### src/rtl/brick_pkg.sv
// Shared constants, FSM encodings and small arithmetic helpers for the brick
// health writer.
package brick_pkg;

  localparam int NUM_BRICKS = 40;
  localparam int IDX_W      = 6;
  localparam int HP_W       = 2;
  localparam int HEALTH_W   = 10;

  localparam logic [HEALTH_W-1:0] HEALTH_MAX = 10'd1023;
  localparam logic [IDX_W-1:0]    LAST_IDX   = IDX_W'(NUM_BRICKS - 1);

  // FSM encodings
  localparam logic [1:0] ST_IDLE = 2'd0;
  localparam logic [1:0] ST_INIT = 2'd1;
  localparam logic [1:0] ST_RD   = 2'd2;
  localparam logic [1:0] ST_MOD  = 2'd3;

  // Add a brick's health to the running level total, clamping at HEALTH_MAX.
  function automatic logic [HEALTH_W-1:0] sat_add(
    input logic [HEALTH_W-1:0] acc,
    input logic [HP_W-1:0]     hp
  );
    logic [HEALTH_W:0] sum;
    sum = {1'b0, acc} + {{(HEALTH_W + 1 - HP_W){1'b0}}, hp};
    if (sum[HEALTH_W] == 1'b1) begin
      return HEALTH_MAX;
    end else begin
      return sum[HEALTH_W-1:0];
    end
  endfunction

  // True when a collision index names a real brick.
  function automatic logic idx_in_range(input logic [IDX_W-1:0] idx);
    return (idx <= LAST_IDX);
  endfunction

endpackage

### src/rtl/brick_hit_writer.sv
// Brick health writer: loads a level into the external brick RAM, publishes
// the level's total health, then applies collision hits by read-modify-write,
// pulsing game_write once for every health point actually removed.
module brick_hit_writer
  import brick_pkg::*;
(
  input  logic                clk,
  input  logic                reset,
  input  logic                init_start,
  input  logic [HP_W-1:0]     init_hp,
  output logic                init_done,
  output logic [HEALTH_W-1:0] total_health,
  input  logic                hit_valid,
  input  logic [IDX_W-1:0]    hit_idx,
  output logic                hit_ready,
  output logic [IDX_W-1:0]    mem_rd_addr,
  input  logic [HP_W-1:0]     mem_rd_data,
  output logic                mem_wr_en,
  output logic [IDX_W-1:0]    mem_wr_addr,
  output logic [HP_W-1:0]     mem_wr_data,
  output logic                game_write,
  output logic                brick_destroyed,
  output logic [IDX_W-1:0]    destroyed_idx,
  output logic                busy
);

  localparam logic [IDX_W-1:0] IDX_ONE = {{(IDX_W-1){1'b0}}, 1'b1};
  localparam logic [HP_W-1:0]  HP_ONE  = {{(HP_W-1){1'b0}}, 1'b1};
  localparam logic [HP_W-1:0]  HP_ZERO = {HP_W{1'b0}};

  logic [1:0]          state;
  logic [1:0]          next_state;
  logic [IDX_W-1:0]    init_ctr;
  logic [HP_W-1:0]     init_hp_q;
  logic [HEALTH_W-1:0] total_q;
  // Latched hit index; it is also the RAM read address, so it is presented
  // during RD and simply holds its value whenever no read is wanted.
  logic [IDX_W-1:0]    hit_idx_q;
  logic                accept_hit;
  logic                start_init;

  // The RAM read address and the level total come straight from registers.
  assign mem_rd_addr  = hit_idx_q;
  assign total_health = total_q;

  // Next-state and per-cycle RAM/pulse outputs; reset forces every strobe low
  // so an interrupted INIT or MOD cycle never reaches the RAM.
  always_comb begin
    next_state      = state;
    mem_wr_en       = 1'b0;
    mem_wr_addr     = {IDX_W{1'b0}};
    mem_wr_data     = HP_ZERO;
    game_write      = 1'b0;
    brick_destroyed = 1'b0;
    destroyed_idx   = {IDX_W{1'b0}};
    init_done       = 1'b0;
    hit_ready       = 1'b0;
    busy            = 1'b0;
    accept_hit      = 1'b0;
    start_init      = 1'b0;
    if (reset) begin
      next_state = ST_IDLE;
    end else begin
      busy = (state != ST_IDLE);
      case (state)
        ST_IDLE: begin
          // A level load always wins over a pending hit in the same cycle.
          hit_ready = ~init_start;
          if (init_start) begin
            start_init = 1'b1;
            next_state = ST_INIT;
          end else if (hit_valid) begin
            accept_hit = 1'b1;
            if (idx_in_range(hit_idx)) begin
              next_state = ST_RD;
            end else begin
              // Out-of-range hit is consumed but never touches the RAM.
              next_state = ST_IDLE;
            end
          end else begin
            next_state = ST_IDLE;
          end
        end
        ST_INIT: begin
          mem_wr_en   = 1'b1;
          mem_wr_addr = init_ctr;
          mem_wr_data = init_hp_q;
          if (init_ctr == LAST_IDX) begin
            init_done  = 1'b1;
            next_state = ST_IDLE;
          end else begin
            next_state = ST_INIT;
          end
        end
        ST_RD: begin
          next_state = ST_MOD;
        end
        ST_MOD: begin
          next_state = ST_IDLE;
          if (mem_rd_data != HP_ZERO) begin
            mem_wr_en   = 1'b1;
            mem_wr_addr = hit_idx_q;
            mem_wr_data = mem_rd_data - HP_ONE;
            game_write  = 1'b1;
            if (mem_rd_data == HP_ONE) begin
              brick_destroyed = 1'b1;
              destroyed_idx   = hit_idx_q;
            end else begin
              brick_destroyed = 1'b0;
            end
          end else begin
            // Already-dead brick: nothing to remove, nothing to report.
            mem_wr_en = 1'b0;
          end
        end
        default: begin
          next_state = ST_IDLE;
        end
      endcase
    end
  end

  // FSM state register.
  always_ff @(posedge clk) begin
    if (reset) begin
      state <= ST_IDLE;
    end else begin
      state <= next_state;
    end
  end

  // INIT address counter and the health value captured for this level load.
  always_ff @(posedge clk) begin
    if (reset) begin
      init_ctr  <= {IDX_W{1'b0}};
      init_hp_q <= HP_ZERO;
    end else if (start_init) begin
      init_ctr  <= {IDX_W{1'b0}};
      init_hp_q <= init_hp;
    end else if (state == ST_INIT) begin
      init_ctr  <= init_ctr + IDX_ONE;
    end else begin
      init_ctr  <= init_ctr;
    end
  end

  // Level total: cleared on a new load, grows by one brick per INIT write.
  always_ff @(posedge clk) begin
    if (reset) begin
      total_q <= {HEALTH_W{1'b0}};
    end else if (start_init) begin
      total_q <= {HEALTH_W{1'b0}};
    end else if (state == ST_INIT) begin
      total_q <= sat_add(total_q, init_hp_q);
    end else begin
      total_q <= total_q;
    end
  end

  // Capture the index of an accepted, in-range hit for the RD/MOD pass.
  always_ff @(posedge clk) begin
    if (reset) begin
      hit_idx_q <= {IDX_W{1'b0}};
    end else if (accept_hit && idx_in_range(hit_idx)) begin
      hit_idx_q <= hit_idx;
    end else begin
      hit_idx_q <= hit_idx_q;
    end
  end

endmodule

### config.mk
export PLATFORM = sky130hd
export DESIGN_NAME = brick_hit_writer
export DESIGN_NICKNAME = d
export VERILOG_FILES = /design/src/rtl/brick_pkg.sv /design/src/rtl/brick_hit_writer.sv
export SDC_FILE = /design/constraint.sdc
export NUM_CORES = 1
export LEC_CHECK = 0
export CORE_MARGIN = 5
export CORE_UTILIZATION = 38
export CTS_BUF_LIST = sky130_fd_sc_hd__clkbuf_2
export DETAILED_ROUTE_END_ITERATION = 7
export DONT_BUFFER_PORTS = 1
export GPL_TIMING_DRIVEN = 1
export PLACE_DENSITY_LB_ADDON = 0.3
export SYNTH_ARGS = -nofsm -noshare
export SYNTH_HDL_FRONTEND = slang
export SYNTH_SLANG_ARGS = --single-unit
### constraint.sdc
create_clock -name clk -period 1.8 [get_ports clk]
set_clock_uncertainty 0.05 [all_clocks]
set_input_delay 0.09 -clock clk [delete_from_list [all_inputs] [get_ports clk]]
set_output_delay 0.09 -clock clk [all_outputs]
set_load 0.05 [all_outputs]
Word-level counts from Yosys, hierarchy flattened
Cells that the tools add are included.

Bits in registers: 26. Word-level logic and storage cells: 58. Bits in writable memories: 0. Bits of input ports: 14. Output and inout bits: 36. Memories: 0. Bits in latches: 0. Memory bits (read-only): 0.

Magnitude comparators: 1. Mux-type cells: 38. Multipliers: 0. Add/subtract/negate cells: 3. Bitwise gates (word level): 1. Equality and inequality tests: 5. Div/mod/pow operators: 0. Shift operators: 0. Reduce and logical (&&, ||, !) cells: 5.

Operator list (number): 2-to-1 mux 6 bit (6); 2-to-1 mux 1 bit (22); case mux 6 bit (2 select lines) (1); adder 10 x 2 -> 11 bit (1); 2-to-1 mux 10 bit (1); 2-to-1 mux 2 bit (5); case mux 2 bit (4 select lines) (1); adder 6 x 1 -> 6 bit, second input constant (1); equality test 6 bit, second input constant (1); less-or-equal comparator 6 bit, second input constant (1); equality test 2 x 1 -> 1 bit, second input constant (2); equality test 2 bit, second input constant (2); case mux 2 bit (2 select lines) (1); nonzero test 2 bit (2); logical NOT 2 bit (1); case mux 1 bit (2 select lines) (1); OR reduction 2 bit (1); subtractor 2 x 1 -> 2 bit, second input constant (1); logical AND 1 bit (1); inverter 1 bit (1).

Depth between registers and ports, before layout
Gate-level depths: netlist of run 1.

Depth in word-level cells: 5. Gate-level depth with buffers: 6. Mapped depth without buffers: 5.

Worst setup path after synthesis of run 1
OpenSTA, ideal clock, no wires.

Path type: flip-flop to output port. Start point: reg state[1]. End point: out destroyed_idx[0]. Arrival: 2.077 ns. Buffers on the path: 2. Setup slack: -0.417 ns. Data required time: 1.660 ns. Cell stages (with the launch flop): 6. Cell sequence: dfxtp_1 > buf_6 > clkbuf_1 > nand3b_1 > nor2_1 > and2_1.

Longest elaborated chain between the ends: 3.

Ends and longest elaborated chain: from (decl) (RTL line brick_hit_writer.sv:31) `logic [1:0] state;`; from (signal assigned) (RTL line brick_hit_writer.sv:128) `state <= next_state;`; equality test 2 bit (RTL line brick_hit_writer.sv:65) `case (state)`; 2-to-1 mux 6 bit (RTL line brick_hit_writer.sv:65); 2-to-1 mux 6 bit (RTL line brick_hit_writer.sv:61) `if (reset) begin`; to (decl) (RTL line brick_hit_writer.sv:23) `output logic [IDX_W-1:0] destroyed_idx,`.

Every way passes these cells.

Worst setup path in the final report of run 1
Start point: reg total_q[0] (netlist: total_health[0]). End point: reg total_q[0] (netlist: total_health[0]).

Longest elaborated chain between the ends: 2.

Ends and longest elaborated chain: from (decl) (RTL line brick_hit_writer.sv:35) `logic [HEALTH_W-1:0] total_q;`; from (signal assigned) (RTL line brick_hit_writer.sv:150) `total_q <= {HEALTH_W{1'b0}};`; from (signal assigned) (RTL line brick_hit_writer.sv:152) `total_q <= {HEALTH_W{1'b0}};`; from (signal assigned) (RTL line brick_hit_writer.sv:154) `total_q <= sat_add(total_q, init_hp_q);`; adder 10 x 2 -> 11 bit (RTL line brick_pkg.sv:25) `sum = {1'b0, acc} + {{(HEALTH_W + 1 - HP_W){1'b0}}, hp};`; 2-to-1 mux 10 bit (RTL line brick_pkg.sv:26) `if (sum[HEALTH_W] == 1'b1) begin`.

Every way passes these cells. A chain may end at the register's enable or synchronous reset.

==> flow_summary_export.csv, run 1 <==
group,metric,value,unit
outcome,status,"finished with violations",
outcome,violations,"setup timing",
critical_path,required,2050,ps
die,rows,23,
final_layout,post-route-util,0.5747,
timing,slew_headroom,0.6573,
worst_hold_path,hold_class,"primary input to flip-flop",
cts,cts_max_level,1,
final_layout,syn_to_final_growth,48.29,%
cts,clkTransAtPathRegs,270,ps
drt,drtAntennaViolNets,0,
power_and_ir_drop,p_leak,0.0008545,uW
cts,clock-sinks,26,
drt,route.detailed.drc,0,
power_and_ir_drop,combPwrFrac,0.202,
yosys,synth_area_per_cell,8.143,sq um
global_route,grt_first_pass_wirelength,6.824,mm
global_route,grt_max_degree,17,
yosys,yosysSeqAreaShare,0.3382,
die,pin_count,50,
cts,cts-root-buf,"clkbuf_2",
power_and_ir_drop,net-switching-power,337.0,uW
power_and_ir_drop,power.internal,887.1,uW
yosys,synthesis.nets,207,
power_and_ir_drop,ir_drop,0.0003139,V
timing,hold_violations,0,
final_layout,fin_cells,296,
yosys,yosysMostFrequentCell,"dfxtp_1",
yosys,synth_area,1539,sq um
timing,period_needed,1810,ps
yosys,synth_cell_types,45,
yosys,synth_area_leaders,"dfxtp_1, a21oi_1, nor2_1",
timing,worstMarginPinSlew,508.6,ps
place,place_congestion,0.8147,
drt,initialDrtViolationCount,89,
critical_path,path_cells,"ha_2 > fa_2 > nand4b_1 > or4_4 > a31oi_1",
yosys,ys.warnings.count,0,
drt,dr.pass1.iters,4,
timing,setup_viol,1,
global_route,grt_usage,0.1589,
yosys,synth_common_cells,"dfxtp_1, a21oi_1, nor2_1",
timing,max_freq,552.6,MHz
run,drv_cap,0,
final_layout,drive_gt1_frac,0.3455,
die,core_area,3971,sq um
critical_path,cp_data_arrival_time,2060,ps
critical_path,critPathCaptureType,"flip-flop",
cts,cts_tree,"done",
critical_path,slowest_delay,500,ps
yosys,synth_top_area_cell,"dfxtp_1",
final_layout,nNetsFinal,265,
timing,fin_crit_sh,1.005,
timing,setup_ws,-9.672,ps
place,io_buffer_count,0,
die,die_h,73.64,um
cts,cts_buffers,3,
global_route,grt_pass1_vias,1435,
yosys,synth_cells,189,
power_and_ir_drop,p_per_area,536.4,nW/um^2
place,dp.cells,273,
yosys,async_reset_ff_frac,0,
global_route,antenna_found_initial,0,
critical_path,path_class,"flip-flop to flip-flop",
yosys,yosysTopAreaCellShare,0.3382,
power_and_ir_drop,pwr-share-seq,0.493,
drt,avgRoutedWirePerCell,15.22,um
die,fp.dieW,73.64,um
critical_path,start_kind,"flip-flop",
die,dieArea,5423,sq um
yosys,synth-main-ff-cell,"dfxtp_1",
drt,wirelength,4.504,mm
die,start_util,0.3875,
timing,slew_viol_final,0,
power_and_ir_drop,power_switching_share,0.2753,
power_and_ir_drop,pwr-share-clk,0.305,
cts,clk_latency,360,ps
critical_path,crit_slowest_cell,"or4_4",
yosys,synth_enable_flop_cells,0,
global_route,grt_overflow,0,
drt,num_vias,1646,
yosys,ys_ff_latch,26,
final_layout,diodes,0,
drt,via_per_inst,5.561,
cts,clockBufferDepth,2,
place,dp_hpwl,3.081,mm
critical_path,cp_max_fo,7,
-- layout make-up --
| type | instances | area, sq um |
|---|---|---|
| Clock buffer | 3 | 15.01 |
| Clock inverter | 1 | 30.03 |
| Fill cell | 366 | 1689 |
| Inverter | 4 | 27.53 |
| Multi-Input combinational cell | 149 | 998.5 |
| Sequential cell | 26 | 538.0 |
| Tap cell | 50 | 62.56 |
| Timing Repair Buffer | 63 | 610.6 |
-- stage by stage --
step           setup WS (ps)  instance area, sq um  total power [uW]  TNS, ps  hold WS (ps)
2_1_floorplan         -37.97                  1560             759.2   -124.3         187.2
3_3_place_gp           105.7                  1972             802.1        0         113.5
3_5_place_dp           15.74                  1972             803.1        0         113.7
4_1_cts                8.576                  2156              1206        0         10.89
5_1_grt               -32.68                  2282              1282   -66.83         18.88
6_report              -9.672                  2282              1224   -9.672         23.46
-- cell families after synthesis --
kind of cell | count (synthesis) | share of synthesized area
flip-flops | 26 | 0.3382
adder cells (fa/ha/maj) | 4 | 0.03740
buffers and inverters | 14 | 0.05446
AND/OR/NAND/NOR | 85 | 0.3065
AO/OA/AOI/OAI | 55 | 0.2333
XOR/XNOR | 3 | 0.01708
multiplexers | 2 | 0.01301
-- sequential cells by signal (all words and copies together) (netlist names) --
register      count
init_hp_q         2
total_health     10
init_ctr          6
mem_rd_addr       6
state             2
-- critical path: cells and delay by family (launching register included) --
family                   cells  cell delay, ps
adder cells (fa/ha/maj)      2             430
flip-flops                   1             410
AND/OR/NAND/NOR              2             630
AO/OA/AOI/OAI                1             220
-- power by group through the flow --
| stage | Sequential (uW) | Combinational [uW] | Clock, uW |
|---|---|---|---|
| 2_1_floorplan | 624 | 136 | 0 |
| 3_3_place_gp | 619 | 183 | 0 |
| 3_5_place_dp | 620 | 183 | 0 |
| 4_1_cts | 602 | 223 | 381 |
| 5_1_grt | 607 | 266 | 409 |
| 6_report | 603 | 248 | 373 |
-- final timing paths --
kind / cells past startpoint / from / endpoint / slack [ps]
worst max-delay path: 5 / total_health[0] / total_health[0] / -10
worst min-delay path: 3 / hit_idx[4] / mem_rd_addr[1] / 20
worst max register to register: 5 / total_health[0] / total_health[0] / -10
worst min register to register: 2 / mem_rd_addr[1] / mem_rd_addr[1] / 460
-- cell usage in the layout, fill, tap and decap left out, drive strengths merged, types with 3 or more instances in the layout --
cell type,Yosys,final
inv,3,3
ha,3,3
nor2,21,21
nor2b,8,8
nor3,3,3
o31ai,6,6
a21oi,24,24
dfxtp,26,26
nand4,5,5
nand3,4,4
nand2b,5,5
and2,6,6
nand3b,6,6
clkbuf,5,3
dlygate4sd3,0,11
o21ai,6,6
or3,4,4
nand2,10,10
or4,5,5
buf,5,52
a31oi,7,7
-- repair_timing --
item	CTS	global route
buffers inserted	2	6
cloned	0	0
resized for setup	6	20
setup endpoints to repair	24	22
hold endpoints to repair	10	0
hold buffers	11	0
pin swaps	0	1
-- per-layer routing --
metal	vias up	GRT usage	part of all wire
met4	0	0.05231	0.012
met1	765	0.2085	0.42
met5	-	0	0
li1	810	-	-
met3	8	0.03557	0.074
met2	63	0.2569	0.50
No activity file was read; power rests on OpenSTA's default activity.
==> run 2: changes to the inputs <==
Settings changed: SETUP_SLACK_MARGIN from default to 0.15.
==> run 2 against run 1 <==
The run now ends clean. Flip-flop and latch count unchanged. Sequential power rose by 0.8%. Global-route usage rose by 0.74 points. First-iteration DRC count shrank 30%. Maximum frequency increased by 9.3%. Worst setup slack better by 150 ps. Critical path depth shrank 2. Wire length rose by 2.8%. Core utilization rose by 1.2 points. Die area is the same. Critical path type is now flip-flop to primary output. Critical endpoint is now hit_ready.
==> flow_summary_export.csv, run 2 (same netlist as run 1, synthesis figures left out) <==
group,metric,value,unit
worst_hold_path,worstHoldPathCells,2,
critical_path,required,1660,ps
drt,avgRoutedWirePerCell,15.39,um
cts,clockBufferDepth,2,
timing,max_freq,604.0,MHz
cts,clk_latency,360,ps
power_and_ir_drop,net-switching-power,349.5,uW
power_and_ir_drop,pwr-share-clk,0.207,
global_route,grt_overflow,0,
critical_path,start_kind,"flip-flop",
cts,hold_buffers,11,
timing,hold_violations,0,
final_layout,drive_gt1_frac,0.4382,
die,start_util,0.3875,
global_route,grt_max_degree,17,
power_and_ir_drop,power_switching_share,0.3150,
die,pin_count,50,
place,dp_hpwl,3.072,mm
power_and_ir_drop,power.internal,759.9,uW
timing,slew_headroom,0.6556,
final_layout,post-route-util,0.5870,
cts,cts-root-buf,"clkbuf_2",
timing,fin_crit_sh,0.9198,
final_layout,largest_reg_flops,10,
drt,num_vias,1682,
drt,dr.pass1.iters,4,
global_route,antenna_found_initial,0,
critical_path,critPathCaptureType,"primary output",
timing,setup_viol,0,
critical_path,cp_max_fo,5,
power_and_ir_drop,pwr-share-seq,0.548,
worst_hold_path,min_from,"reset",
timing,slew_viol_final,0,
place,place_congestion,0.8016,
power_and_ir_drop,p_leak,0.0008664,uW
timing,rsz0062_at_grt,"true",
power_and_ir_drop,combPwrFrac,0.245,
critical_path,cp_data_arrival_time,1520,ps
cts,cts_buffers,3,
cts,clkTransAtPathRegs,260,ps
die,dieArea,5423,sq um
critical_path,r2r_end,"total_health[4]",
die,fp.dieW,73.64,um
place,post-place-ws,55.74,ps
final_layout,diodes,0,
worst_hold_path,hold_path_end,"total_health[2]",
power_and_ir_drop,ir_drop,0.0004241,V
die,core_area,3971,sq um
final_layout,layout.cells.most_common_list,"buf_4, a21oi_1, nor2_1",
final_layout,final_common_cell,"buf_4",
critical_path,reg2reg_slack,150,ps
place,io_buffer_count,0,
drt,route.detailed.drc,0,
critical_path,path_class,"flip-flop to primary output",
cts,clock-sinks,26,
global_route,grt_first_pass_wirelength,7.245,mm
drt,drtAntennaViolNets,0,
die,die_h,73.64,um
timing,period_needed,1656,ps
drt,via_per_inst,5.588,
critical_path,ff2ff_path_depth,5,
cts,cts_tree,"done",
final_layout,syn_to_final_growth,51.46,%
timing,worstMarginPinSlew,511.3,ps
worst_hold_path,hold_class,"primary input to flip-flop",
timing,setup_ws,144.4,ps
run,drv_cap,0,
drt,wirelength,4.631,mm
critical_path,crit_start,"state[0]",
timing,fin_tns_setup,0,ps
global_route,grt_usage,0.1664,
power_and_ir_drop,p_per_area,475.9,nW/um^2
global_route,grt_pass1_vias,1544,
outcome,status,"completed",
cts,cts_max_level,1,
drt,initialDrtViolationCount,62,
die,rows,23,
place,dp.cells,267,
final_layout,fin_cells,301,
final_layout,nNetsFinal,270,
critical_path,r2r-start,"total_health[0]",
run 2: critical path, cell delays in order (launching register included):
cell and delay (ps):
dfxtp_4 420, or4_4 540, clkinv_8 80, buf_12 120
run 2: how the worst max path moves through the flow:
stage | end | slack, ps | depth (start not counted)
2_1_floorplan | mem_wr_data[0] | -40 | 4
3_3_place_gp | total_health[5] | 130 | 5
3_5_place_dp | total_health[4] | 60 | 5
4_1_cts | hit_ready | 120 | 3
5_1_grt | hit_ready | 60 | 3
6_report | hit_ready | 140 | 3
run 2: repair_timing:
| action | in CTS | in global routing |
|---|---|---|
| endpoints found under the hold margin | 10 | 1 |
| setup buffers | 10 | 9 |
| resized for setup | 14 | 35 |
| setup endpoints to repair | 28 | 32 |
| pin swaps | 5 | 12 |
run 2: layout make-up:
type	instances	area, sq um
Fill cell	352	1640
Multi-Input combinational cell	149	1057
Timing Repair Buffer	68	615.6
Sequential cell	26	549.3
Tap cell	50	62.56
Inverter	4	27.53
Clock buffer	3	15.01
Clock inverter	1	3.754
run 2: through the flow:
step	hold WS [ps]	cell area [sq um]	power (uW)
6_report	4.028	2331	1109
5_1_grt	-6.904	2331	1168
4_1_cts	10.31	2140	1081
3_5_place_dp	113.4	1894	803.7
3_3_place_gp	113.4	1894	801.9
2_1_floorplan	187.2	1592	760.7
run 2: routing by layer:
metal	vias up	GRT usage	part of all wire	wire (um)
li1	822	-	-	-
met5	-	0	0	0
met3	6	0.04378	0.062	288
met1	805	0.2170	0.44	2019
met2	49	0.2667	0.49	2259
met4	0	0.05231	0.014	63
run 2: power groups by stage:
stage / clock network, uW / registers, uW / logic (uW)
after floorplan: 0 / 625 / 136
after global placement: 0 / 622 / 180
after detailed placement: 0 / 622 / 181
after CTS: 235 / 607 / 239
after global routing: 263 / 611 / 293
final: 230 / 608 / 272
==> run 3: changes to the inputs <==
--- a/config.mk
+++ b/config.mk
@@ -9,4 +9,5 @@
 export CORE_UTILIZATION = 38
 export CTS_BUF_LIST = sky130_fd_sc_hd__clkbuf_2
+export CTS_CLUSTER_DIAMETER = 60
 export DETAILED_ROUTE_END_ITERATION = 7
 export DONT_BUFFER_PORTS = 1
==> constraint.sdc (replaced) <==
create_clock -name clk -period 1.8 [get_ports clk]
set_clock_uncertainty 0.05 [all_clocks]
set_input_delay 0.27 -clock clk [delete_from_list [all_inputs] [get_ports clk]]
set_output_delay 0.27 -clock clk [all_outputs]
set_load 0.05 [all_outputs]
==> run 3 against run 2 <==
The flow now finishes with violations (setup timing). Register-to-register slack lost 140 ps. Worst setup slack lost 180 ps. Cell area grew 13%. Total power grew 4.2%. Via count grew 6.4%. Sequential share of layout area shrank 2.4 points. Combinational power grew 18%. Highest routed layer unchanged.
==> flow_summary_export.csv, run 3 (same netlist as run 1, synthesis figures left out) <==
group,metric,value,unit
outcome,status,"finished with violations",
outcome,violations,"setup timing",
drt,wirelength,5.428,mm
drt,drtAntennaViolNets,0,
die,die_h,73.64,um
worst_hold_path,hold_path_end,"init_hp_q[1]",
critical_path,r2r_end,"total_health[3]",
die,rows,23,
final_layout,syn_to_final_growth,70.98,%
timing,slew_viol_final,0,
critical_path,crit_slowest_cell,"dfxtp_4",
timing,rsz0062_at_grt,"true",
drt,initialDrtViolationCount,76,
final_layout,post-route-util,0.6626,
worst_hold_path,hold_class,"primary input to flip-flop",
global_route,grt_usage,0.1804,
cts,clkTransAtPathRegs,250,ps
worst_hold_path,worstHoldPathCells,2,
timing,fin_tns_setup,-225.0,ps
power_and_ir_drop,combPwrFrac,0.277,
critical_path,start_kind,"flip-flop",
power_and_ir_drop,pwr-share-clk,0.196,
cts,cts_max_level,1,
cts,clockBufferDepth,2,
timing,max_freq,544.9,MHz
critical_path,path_cells,"buf_6 > nand3b_1 > nor2_4 > and2_4",
power_and_ir_drop,power.internal,780.7,uW
final_layout,final_common_cell,"buf_4",
critical_path,r2r-start,"state[1]",
power_and_ir_drop,power.total,1156,uW
timing,setup_ws,-35.23,ps
final_layout,layout.cells.most_common_list,"buf_4, a21oi_1, buf_6",
place,place_congestion,0.8269,
final_layout,drive_gt1_frac,0.5668,
global_route,grt_overflow,0,
power_and_ir_drop,pwr-share-seq,0.528,
place,dp_hpwl,3.225,mm
critical_path,cp_data_arrival_time,1520,ps
die,pin_count,50,
power_and_ir_drop,power_switching_share,0.3247,
power_and_ir_drop,ir_drop,0.0002560,V
timing,slew_headroom,0.6218,
timing,period_needed,1835,ps
drt,avgRoutedWirePerCell,18.28,um
global_route,grt_pass1_vias,1702,
final_layout,nNetsFinal,266,
critical_path,critPathCaptureType,"primary output",
drt,num_vias,1789,
drt,route.detailed.drc,0,
final_layout,largest_reg_flops,10,
critical_path,reg2reg_slack,10,ps
critical_path,path_class,"flip-flop to primary output",
global_route,grt_max_degree,17,
final_layout,n_fill_cell,292,
global_route,antenna_found_initial,0,
critical_path,ff2ff_path_depth,6,
cts,cts_tree,"done",
place,place_area,2087,sq um
critical_path,slowest_delay,450,ps
timing,setup_viol,7,
critical_path,cp_max_fo,7,
die,core_area,3971,sq um
die,start_util,0.3875,
place,io_buffer_count,0,
final_layout,diodes,0,
power_and_ir_drop,p_per_area,439.4,nW/um^2
run,drv_cap,0,
timing,hold_violations,0,
drt,via_per_inst,6.024,
die,dieArea,5423,sq um
power_and_ir_drop,net-switching-power,375.5,uW
final_layout,postLayoutCellArea,2631,sq um
cts,cts_buffers,3,
critical_path,required,1480,ps
timing,fin_crit_sh,1.020,
cts,clk_latency,360,ps
power_and_ir_drop,p_leak,0.0009245,uW
timing,worstMarginPinSlew,561.4,ps
worst_hold_path,min_from,"init_hp[1]",
cts,cts-root-buf,"clkbuf_2",
cts,clock-sinks,26,
global_route,grt_first_pass_wirelength,7.728,mm
drt,dr.pass1.iters,4,
die,fp.dieW,73.64,um
-- run 3: changes by cell type in the layout (fill, tap and decap cells not counted), sizes merged --
cell and delta:
dlygate4sd3 -5, buf +1
-- run 3: through the flow --
step	std cells	worst slack (ps)	hold WS, ps
2_1_floorplan	189	104.2	367.2
3_3_place_gp	265	138.0	292.1
3_5_place_dp	265	72.10	293.6
4_1_cts	288	-86.68	-125.6
5_1_grt	297	-114.9	17.44
6_report	297	-35.23	15.36
-- run 3: layer usage --
metal  global-route usage  vias up  routed length (um)
met4              0.05634        0                 142
li1                     -      818                   -
met3              0.05746       16                 434
met1               0.1985      867                2090
met2               0.3258       88                2761
met5                    0        -                   0
-- run 3: final cells by class --
class / instances / area [sq um] / share of cell area
multi-input combinational: 149 / 1265 / 0.4807
timing repair buffer: 64 / 700.7 / 0.2663
sequential: 26 / 556.8 / 0.2116
tap: 50 / 62.56 / 0.02378
inverter: 4 / 27.53 / 0.01046
clock buffer: 3 / 15.01 / 0.005706
clock inverter: 1 / 3.754 / 0.001427
-- run 3: worst max-delay path by stage --
stage / depth (start not counted) / startpoint / end
global placement: 5 / init_hp_q[0] / total_health[7]
global route: 4 / state[1] / destroyed_idx[4]
detailed placement: 5 / init_hp_q[0] / total_health[3]
finish: 4 / state[1] / destroyed_idx[4]
CTS: 3 / state[1] / hit_ready
floorplan: 6 / total_health[0] / total_health[3]
-- run 3: power groups by stage --
stage | Sequential, uW | Clock [uW] | Combinational (uW)
3_3_place_gp | 622 | 0 | 201
4_1_cts | 607 | 225 | 268
2_1_floorplan | 625 | 0 | 159
6_report | 610 | 226 | 320
5_1_grt | 613 | 249 | 340
3_5_place_dp | 623 | 0 | 206
-- run 3: timing repair --
item / CTS / global route
pin swaps: 16 / 14
setup buffers: 19 / 3
resized for setup: 41 / 41
endpoints found under the setup margin: 31 / 43
endpoints found under the hold margin: 9 / 9
-- run 3: worst max-delay path: cells and delay by family, from the launching register on --
kind / cells / cell delay (ps)
buffers and inverters: 1 / 120
flip-flops: 1 / 450
AND/OR/NAND/NOR: 3 / 590
